`config.mk`:
```
export PLATFORM = sky130hd
export DESIGN_NAME = onehot_rr_arbiter
export DESIGN_NICKNAME = d
export VERILOG_FILES = /design/src/rtl/onehot_rr_arbiter.sv
export SDC_FILE = /design/constraint.sdc
export NUM_CORES = 1
export LEC_CHECK = 0
export BUFFER_PORTS_ARGS = -buffer_cell sky130_fd_sc_hd__buf_2
export CAP_MARGIN = 30
export CORE_ASPECT_RATIO = 1.75
export CORE_UTILIZATION = 31
export DETAILED_ROUTE_END_ITERATION = 8
export GPL_ROUTABILITY_DRIVEN = 0
export PLACE_DENSITY = 0.6
export SYNTH_ARGS = -nofsm -noshare
export SYNTH_HDL_FRONTEND = slang
export SYNTH_SLANG_ARGS = --single-unit
export TNS_END_PERCENT = 1
```
`constraint.sdc`:
```
create_clock -name clk -period 2 [get_ports clk]
set_input_delay 0.4 -clock clk [delete_from_list [all_inputs] [get_ports clk]]
set_output_delay 0.4 -clock clk [all_outputs]
set_load 0.05 [all_outputs]
```
`src/rtl/onehot_rr_arbiter.sv`:
```
// -----------------------------------------------------------------------------
// onehot_rr_arbiter
//
// Round-robin arbiter that hands one shared resource to one of NUM_REQ
// requesters. The owner keeps the grant while it requests, for at most
// MAX_HOLD consecutive cycles when someone else is waiting, and then
// ownership rotates. Handover happens on a single edge with no idle bubble.
//
// Parameters:
//   NUM_REQ   number of requesters (2..32)
//   MAX_HOLD  max consecutive cycles per owner while others wait (>= 1)
//
// Ports:
//   clk          clock, rising edge
//   resetn       synchronous active-low reset
//   req          level-sensitive request lines
//   grant        registered grant, all-zero or one-hot
//   grant_valid  high when grant is nonzero
//   grant_id     index of the current owner, 0 when grant_valid is low
//   onehot_err   sticky flag from the grant self-check
//
// Build option:
//   ONEHOT_ARB_CHECK_EN  when defined, a population-count checker watches the
//                        registered grant and sets onehot_err on any illegal
//                        value. When undefined onehot_err is tied low.
//
// state | meaning
// ------+----------------------------------------------------------
// IDLE  | nobody owns the resource, grant is zero
// OWNED | grant_id owns the resource, hold_cnt counts its tenure
// -----------------------------------------------------------------------------
module onehot_rr_arbiter #(
    parameter int NUM_REQ  = 4,
    parameter int MAX_HOLD = 8
) (
    input  logic                       clk,
    input  logic                       resetn,
    input  logic [NUM_REQ-1:0]         req,
    output logic [NUM_REQ-1:0]         grant,
    output logic                       grant_valid,
    output logic [$clog2(NUM_REQ)-1:0] grant_id,
    output logic                       onehot_err
);

    localparam int PTR_W = $clog2(NUM_REQ);
    localparam int CNT_W = $clog2(MAX_HOLD + 1);

    localparam logic [PTR_W:0]     NUM_REQ_W = (PTR_W + 1)'(NUM_REQ);
    localparam logic [PTR_W:0]     ONE_W     = (PTR_W + 1)'(1);
    localparam logic [CNT_W-1:0]   HOLD_LAST = CNT_W'(MAX_HOLD - 1);
    localparam logic [CNT_W-1:0]   CNT_ONE   = CNT_W'(1);
    localparam logic [NUM_REQ-1:0] GRANT_ONE = NUM_REQ'(1);

    typedef enum logic {
        IDLE  = 1'b0,
        OWNED = 1'b1
    } state_t;

    state_t               state_q, state_d;
    logic [PTR_W-1:0]     ptr_q, ptr_d;
    logic [CNT_W-1:0]     hold_cnt_q, hold_cnt_d;
    logic [NUM_REQ-1:0]   grant_q, grant_d;
    logic                 grant_valid_q, grant_valid_d;
    logic [PTR_W-1:0]     grant_id_q, grant_id_d;

    // Winner search signals
    logic [NUM_REQ-1:0]   cand;
    logic [NUM_REQ-1:0]   rot;
    logic                 win_found;
    logic [PTR_W-1:0]     win_off;
    logic [PTR_W:0]       sum_idx;
    logic [PTR_W:0]       sum_next;
    logic [PTR_W-1:0]     win_idx;
    logic [PTR_W-1:0]     win_next;

    // Owner status
    logic                 owner_req;
    logic                 others_req;
    logic                 tenure_last;
    logic                 release_now;

    // -------------------------------------------------------------------------
    // Winner selection. Candidates exclude the current owner: when the owner
    // dropped its request it is already absent from req, and on tenure expiry
    // it must be skipped, so one mask covers both release causes. In IDLE the
    // grant is zero and the mask is a no-op.
    // The scan rotates the candidates right by ptr so that bit 0 of rot is
    // index ptr, takes the lowest set bit, and maps back modulo NUM_REQ.
    // -------------------------------------------------------------------------
    always_comb begin
        cand      = req & ~grant_q;
        rot       = NUM_REQ'({cand, cand} >> ptr_q);
        win_found = 1'b0;
        win_off   = '0;
        for (int i = NUM_REQ - 1; i >= 0; i--) begin
            if (rot[i]) begin
                win_found = 1'b1;
                win_off   = PTR_W'(i);
            end
        end

        sum_idx = {1'b0, ptr_q} + {1'b0, win_off};
        if (sum_idx >= NUM_REQ_W) begin
            sum_idx = sum_idx - NUM_REQ_W;
        end
        win_idx = sum_idx[PTR_W-1:0];

        sum_next = {1'b0, win_idx} + ONE_W;
        if (sum_next >= NUM_REQ_W) begin
            sum_next = sum_next - NUM_REQ_W;
        end
        win_next = sum_next[PTR_W-1:0];
    end

    always_comb begin
        owner_req   = |(req & grant_q);
        others_req  = |cand;
        tenure_last = (hold_cnt_q == HOLD_LAST);
        release_now = !owner_req || (tenure_last && others_req);
    end

    // -------------------------------------------------------------------------
    // Next-state and registered-output logic
    // -------------------------------------------------------------------------
    always_comb begin
        state_d       = state_q;
        ptr_d         = ptr_q;
        hold_cnt_d    = hold_cnt_q;
        grant_d       = grant_q;
        grant_valid_d = grant_valid_q;
        grant_id_d    = grant_id_q;

        unique case (state_q)
            IDLE: begin
                hold_cnt_d = '0;
                if (win_found) begin
                    state_d       = OWNED;
                    grant_d       = GRANT_ONE << win_idx;
                    grant_valid_d = 1'b1;
                    grant_id_d    = win_idx;
                    ptr_d         = win_next;
                end else begin
                    grant_d       = '0;
                    grant_valid_d = 1'b0;
                    grant_id_d    = '0;
                end
            end

            OWNED: begin
                if (release_now) begin
                    hold_cnt_d = '0;
                    if (win_found) begin
                        grant_d       = GRANT_ONE << win_idx;
                        grant_valid_d = 1'b1;
                        grant_id_d    = win_idx;
                        ptr_d         = win_next;
                    end else begin
                        state_d       = IDLE;
                        grant_d       = '0;
                        grant_valid_d = 1'b0;
                        grant_id_d    = '0;
                    end
                end else if (tenure_last) begin
                    // Tenure used up but nobody else is asking: keep the
                    // grant and start a fresh tenure.
                    hold_cnt_d = '0;
                end else begin
                    hold_cnt_d = hold_cnt_q + CNT_ONE;
                end
            end

            default: begin
                state_d       = IDLE;
                grant_d       = '0;
                grant_valid_d = 1'b0;
                grant_id_d    = '0;
                hold_cnt_d    = '0;
            end
        endcase
    end

    always_ff @(posedge clk) begin
        if (!resetn) begin
            state_q       <= IDLE;
            ptr_q         <= '0;
            hold_cnt_q    <= '0;
            grant_q       <= '0;
            grant_valid_q <= 1'b0;
            grant_id_q    <= '0;
        end else begin
            state_q       <= state_d;
            ptr_q         <= ptr_d;
            hold_cnt_q    <= hold_cnt_d;
            grant_q       <= grant_d;
            grant_valid_q <= grant_valid_d;
            grant_id_q    <= grant_id_d;
        end
    end

    assign grant       = grant_q;
    assign grant_valid = grant_valid_q;
    assign grant_id    = grant_id_q;

    // -------------------------------------------------------------------------
    // Grant self-check
    // -------------------------------------------------------------------------
`ifdef ONEHOT_ARB_CHECK_EN
    logic [PTR_W:0] pop_cnt;
    logic           onehot_err_q, onehot_err_d;

    always_comb begin
        pop_cnt = '0;
        for (int i = 0; i < NUM_REQ; i++) begin
            pop_cnt = pop_cnt + (PTR_W + 1)'(grant_q[i]);
        end
        onehot_err_d = onehot_err_q
                     | (pop_cnt > ONE_W)
                     | (grant_valid_q != (pop_cnt == ONE_W));
    end

    always_ff @(posedge clk) begin
        if (!resetn) begin
            onehot_err_q <= 1'b0;
        end else begin
            onehot_err_q <= onehot_err_d;
        end
    end

`ifndef SYNTHESIS
    always_ff @(posedge clk) begin
        if (resetn && onehot_err_d && !onehot_err_q) begin
            $error("onehot_rr_arbiter: illegal grant %b (valid=%b)", grant_q, grant_valid_q);
        end
    end
`endif

    assign onehot_err = onehot_err_q;
`else
    assign onehot_err = 1'b0;
`endif

endmodule
```
==> impl_summary.log <==
INFO  metric timing.critical_path.max_delay_family = compound AO/OA/AOI/OAI gates
INFO  metric chipHeight = 68.9 um
INFO  metric synthCells = 83
INFO  metric timing.critical_path.cells = mux2i_1 > o211ai_1 > a21oi_2 > o31ai_2 > ha_1 > nor3_2 > a22oi_1 > nor2b_1
INFO  metric grt_overflow_total = 0
INFO  metric syn_avg_cell_area = 9.56 um2
INFO  metric fmaxAchievable = 0.534 GHz
INFO  metric cts-root-to-sink-buffers = 2
INFO  metric die_x = 40.2 um
INFO  metric worst-slew-pin-transition = 546 ps
INFO  metric clk_latency = 250 ps
INFO  metric htree_num_levels = 1
INFO  metric drc = 0
INFO  metric fillerInstances = 240
INFO  metric cp-end-kind = flip-flop
INFO  metric max_slew_margin = 63.3%
INFO  metric yosys_register_bits = 14
INFO  metric number_of_antenna_violations_at_the_first_check_in_global_routing = 0
INFO  metric fin_area = 1080 um2
INFO  metric tritoncts_clock_tree = yes
INFO  metric power.leakage = 0.000482 uW
INFO  metric wire_per_inst = 13.0 um
INFO  metric drv.max_cap_violation_count = 0
INFO  metric all_layer_gr_usage = 15.2%
INFO  metric run_status = completed
INFO  metric post_drt_via_cell_ratio = 5.09
INFO  metric synth_nets = 92
INFO  metric portBuffers = 12
INFO  metric max-vdd-ir-drop = 0.608 mV
INFO  metric final_max_slew_viol_count = 0
INFO  metric dpl_worst_slack = -144 ps
INFO  metric crit_buf_inv = 0
INFO  metric floorplan.rows = 23
INFO  metric num-nets-final = 124
INFO  metric timing.setup.critical_path_class = reg -> reg
INFO  metric cts_root_buf = sky130_fd_sc_hd__clkbuf_8
INFO  metric clock_skew = 3.77 ps
INFO  metric drtAntennaViolNets = 0
INFO  metric cpPeakStageDelay = 400 ps
INFO  metric pin_count = 14
INFO  metric critPathRequiredTime = 2180 ps
INFO  metric initialDrtViolationCount = 11
INFO  metric worst_setup_hold_path_clk_slew = 60 ps
INFO  metric slowest_stage = sky130_fd_sc_hd__dfxtp_2
INFO  metric initial_utilization = 33.6%
INFO  metric dp_hpwl = 1450 um
INFO  metric final_hold_viol_count = 0
INFO  metric share_of_layout_cells_above_drive_strength_1 = 44.7%
INFO  metric grt_pass1_vias = 687
INFO  metric fp.dieArea = 2770 um2
INFO  metric num_antenna_cells = 0
INFO  metric via_count = 708
INFO  metric totalPowerFinal = 1760 uW
INFO  metric cts_num_sinks = 14
INFO  metric dpl-instance-area = 1010 um2
INFO  metric power.density_cell_area = 1630 nW/um2
INFO  metric critical_path_fanout_max = 6
INFO  metric wire_length_of_the_first_global_routing_pass = 2810 um
INFO  metric final_core_util = 45.9%
INFO  metric yosysWarnings = 0
INFO  metric report.final.setup_viol = 0
INFO  metric core_region_area = 2360 um2
INFO  metric crit_arrival = 2050 ps
INFO  metric timing.hold.ws = 455 ps
INFO  metric critical_path_startpoint_category = flip-flop
INFO  metric hold_class = reg -> reg
INFO  metric post-route-worst-setup-slack = 128 ps
INFO  metric mappedNetlistArea = 793 um2
INFO  metric reg2reg_slack = 130 ps
INFO  metric grt_start_max_net_pins = 14
INFO  metric route.final.wire_length = 1810 um
INFO  metric finalWorstPathRequiredPeriod = 1870 ps
INFO  metric yosysUniqueCellTypes = 38
INFO  metric total_clock_buffers_created_by_cts = 3
INFO  metric seq_area_frac_synth = 35.3%
INFO  metric area_growth_syn_to_layout = 36.4%
INFO  metric fin_crit_sh = 93.6%
INFO  metric detailedRoute.firstPassIterationCount = 4
==> stage by stage <==
stage	cells	TNS, ps
after floorplan	83	0
after global placement	135	-373
after detailed placement	135	-772
after CTS	139	0
after global routing	139	-35.2
final	139	0
==> cells by family after synthesis <==
kind of cell / count (synthesis) / share of synthesized area, %
compound gates: 23 / 23.3
buf+inv: 7 / 5.20
fa+ha+maj: 4 / 6.15
flops: 14 / 35.3
simple gates: 28 / 20.7
xor+xnor: 4 / 6.31
mux: 2 / 2.52
other cells: 1 / 0.473
==> sequential cells by signal, summed over array words and instances (netlist names) <==
| signal | flops |
|---|---|
| grant | 4 |
| grant_id | 2 |
| grant_valid | 1 |
| hold_cnt_q | 4 |
| ptr_q | 2 |
| state_q | 1 |
==> per-layer routing <==
| metal | routed length, um | up-vias | share of wire [%] | GRT usage, % |
|---|---|---|---|---|
| li1 | - | 358 | - | - |
| met1 | 668 | 335 | 37 | 13.9 |
| met2 | 1060 | 10 | 59 | 28.6 |
| met3 | 28 | 5 | 1.5 | 1.92 |
| met4 | 49 | 0 | 2.7 | 10.0 |
| met5 | 0 | - | 0 | 0 |
==> worst paths after layout <==
kind         cells past startpoint                     start                       end
max                              8     ptr_q[0]$_SDFFE_PN0P_     grant[2]$_SDFFE_PN0P_
min                              1  hold_cnt_q[0]$_SDFF_PP0_  hold_cnt_q[0]$_SDFF_PP0_
max reg2reg                      8     ptr_q[0]$_SDFFE_PN0P_     grant[2]$_SDFFE_PN0P_
min reg2reg                      1  hold_cnt_q[0]$_SDFF_PP0_  hold_cnt_q[0]$_SDFF_PP0_
==> what timing repair did <==
item	in CTS	in global routing
setup endpoints to repair	1	8
buffers inserted	0	0
pin swaps	0	1
cloned	0	0
hold buffers	0	0
hold endpoints to repair	0	0
gates resized for setup	1	4
==> placed cells by master (no fill, tap or decap), types with 3 or more instances in the layout <==
cell type                   n
sky130_fd_sc_hd__a21boi_0   3
sky130_fd_sc_hd__nand3_1    3
sky130_fd_sc_hd__dfxtp_1    9
sky130_fd_sc_hd__dfxtp_2    5
sky130_fd_sc_hd__buf_4     18
sky130_fd_sc_hd__nor2b_1    5
sky130_fd_sc_hd__a22oi_1    5
sky130_fd_sc_hd__nand2_1    4
sky130_fd_sc_hd__inv_1      4
sky130_fd_sc_hd__buf_2     12
sky130_fd_sc_hd__nor2_1     4
sky130_fd_sc_hd__clkbuf_8   4
==> area by class of cell <==
cell class	count	area, um2	area share [%]
multi-input combinational	62	499	46.1
sequential	14	287	26.5
timing repair buffer	30	195	18.0
clock buffer	4	55.1	5.09
tap	25	31.3	2.89
inverter	4	15.0	1.39
==> cell usage after synthesis, drive strengths merged <==
cell type / instances / area (um2)
dfxtp: 14 / 280
nor2b: 7 / 46.3
a22oi: 5 / 37.5
a21boi: 4 / 30.0
inv: 4 / 15.0
nand2: 4 / 15.0
nor2: 4 / 15.0
ha: 3 / 37.5
nand3: 3 / 15.0
o21ai: 3 / 15.0
xor2: 3 / 33.8
a21oi: 2 / 10.0
and2: 2 / 12.5
buf: 2 / 15.0
mux2i: 2 / 20.0
nand3b: 2 / 15.0
o211ai: 2 / 15.0
a2111oi: 1 / 27.5
a211oi: 1 / 7.51
a2bb2oi: 1 / 8.76
and3: 1 / 6.26
clkdlybuf4s50: 1 / 11.3
conb: 1 / 3.75
maj3: 1 / 11.3
nand2b: 1 / 6.26
nand4: 1 / 6.26
nand4b: 1 / 8.76
nor3: 1 / 5.00
nor3b: 1 / 12.5
o211a: 1 / 10.0
o21a: 1 / 7.51
o311ai: 1 / 8.76
o31ai: 1 / 7.51
xnor2: 1 / 16.3
==> where the power goes <==
part	internal (uW)	switching (uW)	total, uW	leakage, uW
Combinational	467	591	1060	0.000336
Clock	174	103	278	0.0000288
Sequential	364	61.8	425	0.000117
(Power assumes the default switching activity.)
